File: src/rtl/chirp_pkg.sv
// ---------------------------------------------------------------------------
// chirp_pkg
// Shared definitions for the chirp phase generator:
//   - default values for the chirp_phase_gen parameters
//   - MODE encodings for the frequency ramp (CW / up / down / triangle)
//   - FSM state type of the burst controller
// ---------------------------------------------------------------------------
package chirp_pkg;

    // Default parameter values
    localparam int DEF_PHASE_W    = 32;  // phase accumulator / FTW width
    localparam int DEF_ADDR_W     = 12;  // ROM address width (<= PHASE_W)
    localparam int DEF_CNT_W      = 27;  // sample / period counter width
    localparam int DEF_NP_W       = 5;   // pulse count width
    localparam int DEF_PHASE_CONT = 0;   // 0: phase restarts each pulse

    // Frequency ramp shape, as driven on MODE
    typedef enum logic [1:0] {
        MODE_CW   = 2'd0,   // constant frequency
        MODE_UP   = 2'd1,   // FTW rises by STEP each pulse sample
        MODE_DOWN = 2'd2,   // FTW falls by STEP each pulse sample
        MODE_TRI  = 2'd3    // rises for the first half of the pulse, then falls
    } mode_e;

    // Burst controller states
    typedef enum logic [1:0] {
        IDLE   = 2'd0,  // waiting for START
        LOAD   = 2'd1,  // validating the latched configuration
        RUN    = 2'd2,  // emitting samples
        FINISH = 2'd3   // one-cycle DONE state
    } state_e;

endpackage

File: src/rtl/chirp_ftw_gen.sv
// ---------------------------------------------------------------------------
// chirp_ftw_gen
// Frequency tuning word ramp for one pulse. ftw holds FTW_k, the word used
// for pulse sample k. 'load' restarts the ramp at 'start' (k = 0); 'advance'
// moves from FTW_k to FTW_k+1 according to 'mode'. 'load' wins over
// 'advance' when both are asserted. All arithmetic wraps modulo 2^PHASE_W.
//
// Ports
//   CLK       in   clock
//   RESET     in   synchronous active-high reset (clears FTW and index)
//   load      in   restart ramp at 'start'
//   advance   in   step to the next FTW
//   mode      in   ramp shape (chirp_pkg::mode_e encoding)
//   start     in   FTW of pulse sample 0
//   step      in   unsigned per-sample FTW change
//   half_len  in   pulse length >> 1 (triangle turning point)
//   ftw       out  current FTW
// ---------------------------------------------------------------------------
module chirp_ftw_gen
    import chirp_pkg::*;
#(
    parameter int PHASE_W = DEF_PHASE_W,
    parameter int CNT_W   = DEF_CNT_W
) (
    input  logic               CLK,
    input  logic               RESET,
    input  logic               load,
    input  logic               advance,
    input  logic [1:0]         mode,
    input  logic [PHASE_W-1:0] start,
    input  logic [PHASE_W-1:0] step,
    input  logic [CNT_W-1:0]   half_len,
    output logic [PHASE_W-1:0] ftw
);

    logic [PHASE_W-1:0] r_ftw;
    logic [CNT_W-1:0]   r_k;        // index of the sample using r_ftw

    logic [CNT_W:0]     w_k_next;   // k+1, one bit wider so it cannot wrap
    logic               w_rising;
    logic [PHASE_W-1:0] w_ftw_next;

    assign w_k_next = {1'b0, r_k} + {{CNT_W{1'b0}}, 1'b1};

    // Triangle keeps climbing while the sample being prepared (k+1) is
    // still in the first half of the pulse.
    assign w_rising = (w_k_next < {1'b0, half_len});

    always_comb begin
        w_ftw_next = r_ftw;
        case (mode)
            MODE_CW:   w_ftw_next = r_ftw;
            MODE_UP:   w_ftw_next = r_ftw + step;
            MODE_DOWN: w_ftw_next = r_ftw - step;
            MODE_TRI:  w_ftw_next = w_rising ? (r_ftw + step) : (r_ftw - step);
            default:   w_ftw_next = r_ftw;
        endcase
    end

    always_ff @(posedge CLK) begin
        if (RESET) begin
            r_ftw <= '0;
            r_k   <= '0;
        end else if (load) begin
            r_ftw <= start;
            r_k   <= '0;
        end else if (advance) begin
            r_ftw <= w_ftw_next;
            r_k   <= w_k_next[CNT_W-1:0];
        end
    end

    assign ftw = r_ftw;

endmodule

File: src/rtl/chirp_phase_gen.sv
// ---------------------------------------------------------------------------
// chirp_phase_gen
// Burst controller and phase accumulator for a chirp (linear FM) pulse train.
// A burst is NUM_PULSES periods of PERIOD_LEN samples; the first PULSE_LEN
// samples of each period are pulse samples carrying a ROM address taken from
// the top ADDR_W bits of the phase accumulator, the rest are gap samples with
// address 0. The last pulse has no trailing gap.
//
// Output handshake: ADDR and its flags form one output register. ADDR_VALID
// says the register holds a sample. On every RUN cycle with OUT_READY=1 the
// sample in the register (if any) is consumed and the next sample is loaded;
// with OUT_READY=0 the register, the counters and the FSM all hold. Once the
// LAST sample is consumed the register empties and the FSM moves to FINISH,
// so ADDR_VALID is 0 outside RUN.
//
// Ports
//   CLK           in   clock
//   RESET         in   synchronous active-high reset, highest priority
//   START         in   one-cycle burst request, only honoured in IDLE
//   MODE          in   0=CW, 1=up, 2=down, 3=triangle
//   FTW_START     in   FTW of the first sample of each pulse
//   FTW_STEP      in   unsigned per-sample FTW change
//   PULSE_LEN     in   samples per pulse
//   PERIOD_LEN    in   samples per period
//   NUM_PULSES    in   pulses per burst
//   OUT_READY     in   downstream accepts the sample on ADDR
//   ADDR          out  ROM address (0 for gap samples)
//   ADDR_VALID    out  ADDR holds a sample
//   PULSE_ACTIVE  out  sample is a pulse sample, not a gap sample
//   FIRST         out  first sample of the burst
//   LAST          out  last sample of the burst
//   BUSY          out  burst in progress (LOAD, RUN, FINISH)
//   DONE          out  one-cycle burst completion pulse
//   CFG_ERR       out  one-cycle rejected-configuration pulse
// ---------------------------------------------------------------------------
module chirp_phase_gen
    import chirp_pkg::*;
#(
    parameter int PHASE_W    = DEF_PHASE_W,
    parameter int ADDR_W     = DEF_ADDR_W,
    parameter int CNT_W      = DEF_CNT_W,
    parameter int NP_W       = DEF_NP_W,
    parameter int PHASE_CONT = DEF_PHASE_CONT
) (
    input  logic               CLK,
    input  logic               RESET,
    input  logic               START,
    input  logic [1:0]         MODE,
    input  logic [PHASE_W-1:0] FTW_START,
    input  logic [PHASE_W-1:0] FTW_STEP,
    input  logic [CNT_W-1:0]   PULSE_LEN,
    input  logic [CNT_W-1:0]   PERIOD_LEN,
    input  logic [NP_W-1:0]    NUM_PULSES,
    input  logic               OUT_READY,
    output logic [ADDR_W-1:0]  ADDR,
    output logic               ADDR_VALID,
    output logic               PULSE_ACTIVE,
    output logic               FIRST,
    output logic               LAST,
    output logic               BUSY,
    output logic               DONE,
    output logic               CFG_ERR
);

    localparam logic [CNT_W-1:0] CNT_ONE = {{(CNT_W-1){1'b0}}, 1'b1};
    localparam logic [NP_W-1:0]  NP_ONE  = {{(NP_W-1){1'b0}}, 1'b1};

    // FSM
    state_e r_state;
    state_e w_next_state;

    // Configuration latched on START
    logic [1:0]         r_mode;
    logic [PHASE_W-1:0] r_ftw_start;
    logic [PHASE_W-1:0] r_ftw_step;
    logic [CNT_W-1:0]   r_pulse_len;
    logic [CNT_W-1:0]   r_period_len;
    logic [NP_W-1:0]    r_num_pulses;

    // Position of the next sample to generate, and the accumulator
    logic [CNT_W-1:0]   r_s;        // sample index within the period
    logic [NP_W-1:0]    r_p;        // pulse (period) index within the burst
    logic [PHASE_W-1:0] r_phase;

    // Output register
    logic [ADDR_W-1:0]  r_addr;
    logic               r_valid;
    logic               r_active;
    logic               r_first;
    logic               r_last;
    logic               r_cfg_err;

    // Derived controls
    logic               w_cfg_bad;
    logic               w_in_pulse;
    logic               w_pulse_end;
    logic               w_period_end;
    logic               w_last_pulse;
    logic               w_gen_last;
    logic               w_out_done;
    logic               w_gen;
    logic               w_ftw_load;
    logic               w_ftw_adv;
    logic [CNT_W-1:0]   w_half_len;
    logic [PHASE_W-1:0] w_ftw;

    assign w_cfg_bad    = (r_pulse_len == '0) || (r_num_pulses == '0) ||
                          (r_period_len < r_pulse_len);
    assign w_in_pulse   = (r_s < r_pulse_len);
    assign w_pulse_end  = (r_s == (r_pulse_len - CNT_ONE));
    assign w_period_end = (r_s == (r_period_len - CNT_ONE));
    assign w_last_pulse = (r_p == (r_num_pulses - NP_ONE));
    assign w_gen_last   = w_last_pulse && w_pulse_end;

    // The final sample sits in the output register and is being consumed.
    assign w_out_done = (r_state == RUN) && OUT_READY && r_valid && r_last;

    // Generate a new sample into the output register. Once LAST has been
    // generated nothing further is produced; the burst just drains.
    assign w_gen = (r_state == RUN) && OUT_READY && !(r_valid && r_last);

    // The ramp restarts at FTW_START when the burst is set up and after the
    // final sample of every pulse, so each pulse starts from the same word.
    assign w_half_len = r_pulse_len >> 1;
    assign w_ftw_load = (r_state == LOAD) || (w_gen && w_in_pulse && w_pulse_end);
    assign w_ftw_adv  = w_gen && w_in_pulse;

    chirp_ftw_gen #(
        .PHASE_W (PHASE_W),
        .CNT_W   (CNT_W)
    ) u_ftw_gen (
        .CLK      (CLK),
        .RESET    (RESET),
        .load     (w_ftw_load),
        .advance  (w_ftw_adv),
        .mode     (r_mode),
        .start    (r_ftw_start),
        .step     (r_ftw_step),
        .half_len (w_half_len),
        .ftw      (w_ftw)
    );

    // -----------------------------------------------------------------------
    // FSM: state register
    // -----------------------------------------------------------------------
    always_ff @(posedge CLK) begin
        if (RESET) begin
            r_state <= IDLE;
        end else begin
            r_state <= w_next_state;
        end
    end

    // -----------------------------------------------------------------------
    // FSM: next state
    // -----------------------------------------------------------------------
    always_comb begin
        w_next_state = r_state;
        case (r_state)
            IDLE:    if (START) w_next_state = LOAD;
            LOAD:    w_next_state = w_cfg_bad ? IDLE : RUN;
            RUN:     if (w_out_done) w_next_state = FINISH;
            FINISH:  w_next_state = IDLE;
            default: w_next_state = IDLE;
        endcase
    end

    // -----------------------------------------------------------------------
    // Configuration, counters, accumulator and output register
    // -----------------------------------------------------------------------
    always_ff @(posedge CLK) begin
        if (RESET) begin
            r_mode       <= '0;
            r_ftw_start  <= '0;
            r_ftw_step   <= '0;
            r_pulse_len  <= '0;
            r_period_len <= '0;
            r_num_pulses <= '0;
            r_s          <= '0;
            r_p          <= '0;
            r_phase      <= '0;
            r_addr       <= '0;
            r_valid      <= 1'b0;
            r_active     <= 1'b0;
            r_first      <= 1'b0;
            r_last       <= 1'b0;
            r_cfg_err    <= 1'b0;
        end else begin
            r_cfg_err <= 1'b0;
            case (r_state)
                IDLE: begin
                    if (START) begin
                        r_mode       <= MODE;
                        r_ftw_start  <= FTW_START;
                        r_ftw_step   <= FTW_STEP;
                        r_pulse_len  <= PULSE_LEN;
                        r_period_len <= PERIOD_LEN;
                        r_num_pulses <= NUM_PULSES;
                    end
                end
                LOAD: begin
                    if (w_cfg_bad) begin
                        r_cfg_err <= 1'b1;
                    end else begin
                        r_s     <= '0;
                        r_p     <= '0;
                        r_phase <= '0;
                    end
                end
                RUN: begin
                    if (w_out_done) begin
                        // Final sample consumed: empty the output register.
                        r_addr   <= '0;
                        r_valid  <= 1'b0;
                        r_active <= 1'b0;
                        r_first  <= 1'b0;
                        r_last   <= 1'b0;
                    end else if (w_gen) begin
                        r_valid  <= 1'b1;
                        r_active <= w_in_pulse;
                        r_first  <= (r_s == '0) && (r_p == '0);
                        r_last   <= w_gen_last;
                        if (w_in_pulse) begin
                            // Address reflects the phase before this sample's increment.
                            r_addr <= r_phase[PHASE_W-1 -: ADDR_W];
                            if (w_pulse_end && (PHASE_CONT == 0)) begin
                                r_phase <= '0;
                            end else begin
                                r_phase <= r_phase + w_ftw;
                            end
                        end else begin
                            r_addr <= '0;
                        end
                        if (w_period_end) begin
                            r_s <= '0;
                            r_p <= r_p + NP_ONE;
                        end else begin
                            r_s <= r_s + CNT_ONE;
                        end
                    end
                end
                FINISH: begin
                end
                default: begin
                end
            endcase
        end
    end

    assign ADDR         = r_addr;
    assign ADDR_VALID   = r_valid;
    assign PULSE_ACTIVE = r_active;
    assign FIRST        = r_first;
    assign LAST         = r_last;
    assign CFG_ERR      = r_cfg_err;
    assign BUSY         = (r_state != IDLE);
    assign DONE         = (r_state == FINISH);

endmodule
File: config.mk
export PLATFORM = sky130hd
export DESIGN_NAME = chirp_phase_gen
export DESIGN_NICKNAME = d
export VERILOG_FILES = /design/src/rtl/chirp_pkg.sv /design/src/rtl/chirp_ftw_gen.sv /design/src/rtl/chirp_phase_gen.sv
export SDC_FILE = /design/constraint.sdc
export NUM_CORES = 1
export LEC_CHECK = 0
export CAP_MARGIN = 30
export CORE_AREA = 2 2 189 191
export CTS_CLUSTER_DIAMETER = 40
export DETAILED_ROUTE_END_ITERATION = 12
export DIE_AREA = 0 0 191 193
export GPL_TIMING_DRIVEN = 0
export PLACE_DENSITY_LB_ADDON = 0.1
export RECOVER_POWER = 50
export SLEW_MARGIN = 20
export SYNTH_ARGS = -nofsm -noshare
export SYNTH_HDL_FRONTEND = slang
export SYNTH_SLANG_ARGS = --single-unit
File: constraint.sdc
create_clock -name CLK -period 5 [get_ports CLK]
set_input_delay 0.5 -clock CLK [delete_from_list [all_inputs] [get_ports CLK]]
set_output_delay 0.5 -clock CLK [all_outputs]
set_load 0.02 [all_outputs]
**Yosys cells after proc, flatten, opt, wreduce, memory -nomap -nowiden**

Index checks and enable logic that the tools add are counted.

- Bits in registers: 267
- Bits of input ports: 129
- Output and inout bits: 19
- Logic and storage cells: 116

- Add/subtract/negate cells: 9
- Order comparisons: 3
- Eq/ne operators: 17
- Muxes and demuxes: 36
- Bitwise logic cells: 1
- Reductions and logical operators: 32

Operators by type and width:

| cell | count |
|---|---|
| 32-bit 2-to-1 mux | 8 |
| 27-bit 2-to-1 mux | 4 |
| 32-bit one-hot mux with 3 select lines | 1 |
| 32-bit adder | 2 |
| 32-bit one-hot mux with 2 select lines | 1 |
| 27-bit == test | 2 |
| 27-bit zero test | 2 |
| 27-bit less-than comparator | 2 |
| 27-bit one-hot mux with 2 select lines | 1 |
| 27-bit by 1-bit subtractor with 27-bit output (second input constant) | 2 |
| 12-bit 2-to-1 mux | 3 |
| 32-bit subtractor | 1 |
| 27-bit by 1-bit adder with 28-bit output (second input constant) | 1 |
| 28-bit by 26-bit less-than comparator with 1-bit output | 1 |
| 27-bit by 1-bit adder with 27-bit output (second input constant) | 1 |
| 5-bit 2-to-1 mux | 4 |
| 2-bit != test (second input constant) | 7 |
| 5-bit zero test | 2 |
| 5-bit one-hot mux with 2 select lines | 1 |
| 5-bit AND reduction | 2 |
| 1-bit logical AND | 9 |
| 1-bit 2-to-1 mux | 9 |
| 2-bit == test (second input constant) | 4 |
| 2-bit one-hot mux with 4 select lines | 1 |
| other kinds (14) | 27 |

**Logic depth before layout (Yosys ltp)**

- Word-level depth: 8
- Mapped depth: 22
- Mapped depth without buffers: 20

**Hierarchy**

Synthesis repeated with hierarchy kept, for this count alone.

- Cell total of the unflattened synthesis: 2625
- Area, all modules: 19720.2 µm²

By module, submodules not included:

| module | times used | cells an instance | area an instance (µm²) | sequential area each (µm²) |
|---|---|---|---|---|
| chirp_phase_gen | 1 | 1648 | 12709.7 | 4164.0 |
| chirp_ftw_gen | 1 | 977 | 7010.5 | 1181.1 |

**Worst setup path before layout**

OpenSTA, ideal clock, no wires.

- Path kind: register to register
- From: register u_ftw_gen.r_k[0]
- To: register u_ftw_gen.r_ftw[24], in the netlist u_ftw_gen.ftw[24]
- Setup time: 0.116 ns
- Arrival time: 4.307 ns
- Data required time: 4.884 ns
- Path slack: 0.578 ns
- Stages on the path, launching flop included: 22
- Path buffers: 3
- Period minus slack after synthesis: 4.422 ns
- Cell sequence: dfxtp_1 > ha_1 > nand3_1 > nor2_1 > and3_1 > and3_1 > and2_1 > nand2_1 > xnor2_1 > ha_1 > a21o_1 > a211o_1 > o211ai_1 > o2111ai_1 > o2bb2ai_1 > nor3b_1 > clkbuf_1 > buf_1 > clkbuf_1 > a31oi_1 > xnor2_1 > a31o_1

- Longest elaborated chain between the ends: 6

Ends and longest elaborated chain:

| what | RTL line | text |
|---|---|---|
| from (decl) | chirp_ftw_gen.sv:37 | `logic [CNT_W-1:0] r_k;` |
| from (signal assigned) | chirp_ftw_gen.sv:69 | `r_k <= w_k_next[CNT_W-1:0];` |
| 27-bit by 1-bit adder with 28-bit output | chirp_ftw_gen.sv:43 | `assign w_k_next = {1'b0, r_k} + {{CNT_W{1'b0}}, 1'b1};` |
| net u_ftw_gen.w_k_next[12] | chirp_ftw_gen.sv:39 | `logic [CNT_W:0] w_k_next;` |
| 28-bit by 26-bit less-than comparator with 1-bit output | chirp_ftw_gen.sv:47 | `assign w_rising = (w_k_next < {1'b0, half_len});` |
| 32-bit 2-to-1 mux | chirp_ftw_gen.sv:55 | `MODE_TRI: w_ftw_next = w_rising ? (r_ftw + step) : (r_ftw - step);` |
| 32-bit one-hot mux with 3 select lines | chirp_ftw_gen.sv:51 | `case (mode)` |
| 32-bit 2-to-1 mux | chirp_ftw_gen.sv:67 | `end else if (advance) begin` |
| 32-bit 2-to-1 mux | chirp_ftw_gen.sv:64 | `end else if (load) begin` |
| to (signal assigned) | chirp_ftw_gen.sv:65 | `r_ftw <= start;` |
| to (signal assigned) | chirp_ftw_gen.sv:68 | `r_ftw <= w_ftw_next;` |
| to (decl) | chirp_ftw_gen.sv:36 | `logic [PHASE_W-1:0] r_ftw;` |

The timed path passes the listed nets, and every way through them passes these cells. The select of a mux whose other input is x is not followed.
A chain may end at the register's enable or synchronous reset.

**Worst setup path after layout**

- From: register r_pulse_len[2]
- To: register u_ftw_gen.r_ftw[28], in the netlist u_ftw_gen.ftw[28]

- Longest elaborated chain between the ends: 6
- Elaborated cells on any way between the ends: 14
- Classes of those cells: add/sub: 1; order compare: 2; eq/ne: 2; mux: 4; reduce/logical: 5

Ends and longest elaborated chain:

| what | RTL line | text |
|---|---|---|
| from (decl) | chirp_phase_gen.sv:76 | `logic [CNT_W-1:0] r_pulse_len;` |
| from (signal assigned) | chirp_phase_gen.sv:176 | `r_pulse_len <= '0;` |
| from (signal assigned) | chirp_phase_gen.sv:196 | `r_pulse_len <= PULSE_LEN;` |
| 27-bit by 1-bit subtractor with 27-bit output / 27-bit less-than comparator (equally long branches) | chirp_phase_gen.sv:110, chirp_phase_gen.sv:109 |  |
| 27-bit == test / 1-bit logical AND (equally long branches) | chirp_phase_gen.sv:110, chirp_phase_gen.sv:125, chirp_phase_gen.sv:126 |  |
| 1-bit logical AND | chirp_phase_gen.sv:125 | `assign w_ftw_load = (r_state == LOAD) \|\| (w_gen && w_in_pulse && w_pulse_end);` |
| 1-bit logical OR | chirp_phase_gen.sv:125 |  |
| 2-bit by 1-bit != test with 1-bit output (no source line) / 2-bit nonzero test (equally long branches) | - |  |
| 2-bit AND reduction (no source line) | - |  |

Parallel ways exist; a longest one is shown, timed or not. The select of a mux whose other input is x is not followed.

==> run summary <==
Final Hold Viols: 0
Compound-Gate Fraction of Synth Area: 0.2211
sequential cell area fraction in the yosys report: 0.2823
layout net count: 3006
Total Power: 0.007374 W
Synth Instances: 2496
Synth Area in Simple Gates: 0.2241
P_leak: 9.582 nW
detailed-router iteration count before antenna repair: 5
outcome: finished, final reports clean
CP max stage cell: nor4_2
starting density of the core: 0.5415
Post-synth EDFFs: 0
final core occ: 0.6533
Starting DRT DRC Count: 1300
max-cap violations: 0
Top Usage Layer GRT: met2
routed length per placed instance: 20.17 um
HP Class: flip-flop to flip-flop
Rows: 69
Worst-path clk slew: 50 ps
GR Overflow Total: 0
syn_area_per_cell: 7.586 um2
first-pass GRT wire length: 99.64 mm
fin crit share: 0.9634
mux contribution to synthesized area: 0.01493
port bufs: 146
die area: 36860 um2
Buf/Inv on CP: 2
final period demand of the worst path: 4817 ps
post-route ant nets: 0
Arrival @ worst endpoint: 5260 ps
initial antenna violation count: 0
clk sinks: 267
number of global-route vias before repair: 18380
DP HPWL: 50.23 mm
Post-synth ARST share: 0
Post-Syn Area: 18930 um2
Slew @ Worst Pin: 1028 ps
skew final: 25.07 ps
share of layout cells above drive strength 1: 0.05775
Cell Chain, Critical Path: clkbuf_1 -> nor4_2 -> nand3_1 -> or3_1 -> a311oi_1 -> o2111ai_1 -> nor4_4 -> o31ai_1 -> and2_1 -> nor2_2 -> buf_2 -> a21oi_1
#FFs+latches synth: 267
max frequency: 207.6 MHz
RSZ-0062 raised after global routing: false
XOR/XNOR share of the synthesized area: 0.08326
IO Pins: 148
maximum VDD drop: 0.0003262 V
setup violators final: 0
GR Util met3: 0.04561
adder-cell share of the synthesized area: 0.1215
ANT cells: 0
Die Ht: 193 um
Max stage delay on crit path: 840 ps
Post-Route WL: 64.48 mm
Root Driver: clkbuf_16
worst hold margin: 453.9 ps
later-pin clock latency in the skew report: 590 ps
Final Slew Violations: 0
Warnings, synthesis: 0
Slew HR: 0.2972
GP Congestion: 0.9979
clk buf depth: 3
CTS tree: done
met1 global-route usage: 0.4093
met2 Use GR: 0.6101
htree depth: 2
syn nets: 2807
Crit. End Element: flip-flop
peak fanout along the critical path: 10
Power Dens Cells: 322.8 nW/um2
largest net degree at the start of global routing: 13
Die X: 191 um
critical path required time: 5440 ps
Top FF cell, synth: dfxtp_1
GRT Total Usage: 0.3467
hold buffers post-CTS: 0
via count: 19080
via/cell ratio: 5.969
distinct cell type count after synthesis: 80
Crit Path Category: flip-flop to flip-flop
Area Growth Syn to Fin: 20.64%
startpoint types: flip-flop
CTS buffer count: 50
CP delay by family, top: simple AND/OR/NAND/NOR gates
final routed DRC violation total: 0
core footprint: 34960 um2
largest family of logic cells by synthesized area: simple AND/OR/NAND/NOR gates
fin worst setup slack: 183.2 ps
Place WS: -1168 ps
==> per-stage QoR <==
| step | instance area (um2) | setup TNS, ps | instances |
|---|---|---|---|
| after global placement | 20970 | -21960 | 3103 |
| after global routing | 22840 | 0 | 3197 |
| after CTS | 22770 | 0 | 3196 |
| after floorplan | 18930 | 0 | 2496 |
| final | 22840 | 0 | 3197 |
| after detailed placement | 20970 | -22320 | 3103 |
==> per-layer routing <==
metal	wire, um	vias up
met3	3666	175
li1	-	9283
met2	31010	636
met5	0	-
met1	26360	8989
met4	3436	0
==> Yosys cell counts (21+ instances only) <==
| master | instances | share of area |
|---|---|---|
| o21bai_1 | 23 | 0.0091 |
| o21ai_1 | 36 | 0.0095 |
| nand3_1 | 48 | 0.013 |
| nor4_1 | 21 | 0.0069 |
| nand2_1 | 369 | 0.073 |
| clkbuf_1 | 109 | 0.022 |
| mux2i_1 | 26 | 0.014 |
| a21oi_1 | 270 | 0.071 |
| a21o_1 | 35 | 0.014 |
| dfxtp_1 | 267 | 0.28 |
| xnor2_1 | 104 | 0.048 |
| nor3_1 | 57 | 0.015 |
| nand4_1 | 50 | 0.017 |
| xor2_1 | 76 | 0.035 |
| o21ai_0 | 76 | 0.020 |
| a22oi_1 | 37 | 0.015 |
| nand2b_1 | 22 | 0.0073 |
| a211oi_1 | 22 | 0.0087 |
| nor2_1 | 206 | 0.041 |
| inv_1 | 120 | 0.024 |
| and3_1 | 41 | 0.014 |
| ha_1 | 179 | 0.12 |
==> kinds of logic after synthesis <==
logic type               count (synthesis)
AND/OR/NAND/NOR                        911
AO/OA/AOI/OAI                          672
flip-flops                             267
buffers and inverters                  256
adder cells (fa/ha/maj)                182
XOR/XNOR                               180
multiplexers                            28
==> area by class of cell <==
| type | instances | area, um2 |
|---|---|---|
| multi-input combinational | 1973 | 12650 |
| fill | 3132 | 12120 |
| sequential | 267 | 5345 |
| timing repair buffer | 149 | 1484 |
| clock buffer | 56 | 1335 |
| tap | 461 | 576.8 |
| buffer | 133 | 566.8 |
| inverter | 121 | 454.2 |
| clock inverter | 37 | 429.2 |
==> cells in the final DEF, fill, tap and decap left out, types with 23 or more instances in the layout <==
cell type and count:
and3_1 41, clkdlybuf4s50_1 127, a21oi_1 270, ha_1 178, nand4_1 50, o21ai_0 76
inv_1 120, nand3_1 46, clkbuf_16 51, xor2_1 76, nor2_1 205, mux2i_1 26
xnor2_1 103, nor3_1 55, o21bai_1 23, a21o_1 35, o21ai_1 36, dfxtp_1 267
nand2_1 369, clkbuf_1 108, a22oi_1 37
==> worst reg2reg max path, cell delays in order (launching register included) <==
cell and delay (ps):
dfxtp_1 290, clkbuf_1 240, nor4_2 840, nand3_1 270, or3_1 380, a311oi_1 560
o2111ai_1 250, nor4_4 610, o31ai_1 290, and2_1 280, nor2_2 300, buf_2 290
a21oi_1 90
==> final timing paths <==
path | from | to | slack, ps | depth (start not counted)
worst max-delay path | r_pulse_len[2]$_SDFFE_PP0P_ | u_ftw_gen.ftw[28]$_SDFFE_PP0P_ | 180 | 12
worst min register to register | r_ftw_start[4]$_SDFFE_PP0P_ | r_ftw_start[4]$_SDFFE_PP0P_ | 450 | 2
worst max register to register | r_pulse_len[2]$_SDFFE_PP0P_ | u_ftw_gen.ftw[28]$_SDFFE_PP0P_ | 180 | 12
worst min-delay path | r_ftw_start[4]$_SDFFE_PP0P_ | r_ftw_start[4]$_SDFFE_PP0P_ | 450 | 2
==> report_power, final <==
part / internal [W] / total (W) / switching, W
Sequential: 0.00222 / 0.00235 / 0.000129
Combinational: 0.000582 / 0.00147 / 0.000892
Clock: 0.00227 / 0.00355 / 0.00128
Total: 0.00507 / 0.00737 / 0.00230
==> what timing repair did <==
| item | in CTS | in global routing |
|---|---|---|
| resized for setup | 13 | 15 |
| setup endpoints to repair | 31 | 62 |
| pin swaps | 1 | 2 |
| setup buffers | 0 | 3 |
==> state kept, by name (all words and copies together) (netlist names), named ones only <==
name	cells
ADDR	12
ADDR_VALID	1
CFG_ERR	1
FIRST	1
LAST	1
PULSE_ACTIVE	1
r_ftw_start	32
r_ftw_step	32
r_mode	2
r_num_pulses	5
r_p	5
r_period_len	27
r_phase	32
r_pulse_len	27
r_s	27
r_state	1
u_ftw_gen.ftw	32
u_ftw_gen.r_k	27
No activity file was read; power rests on OpenSTA's default activity.
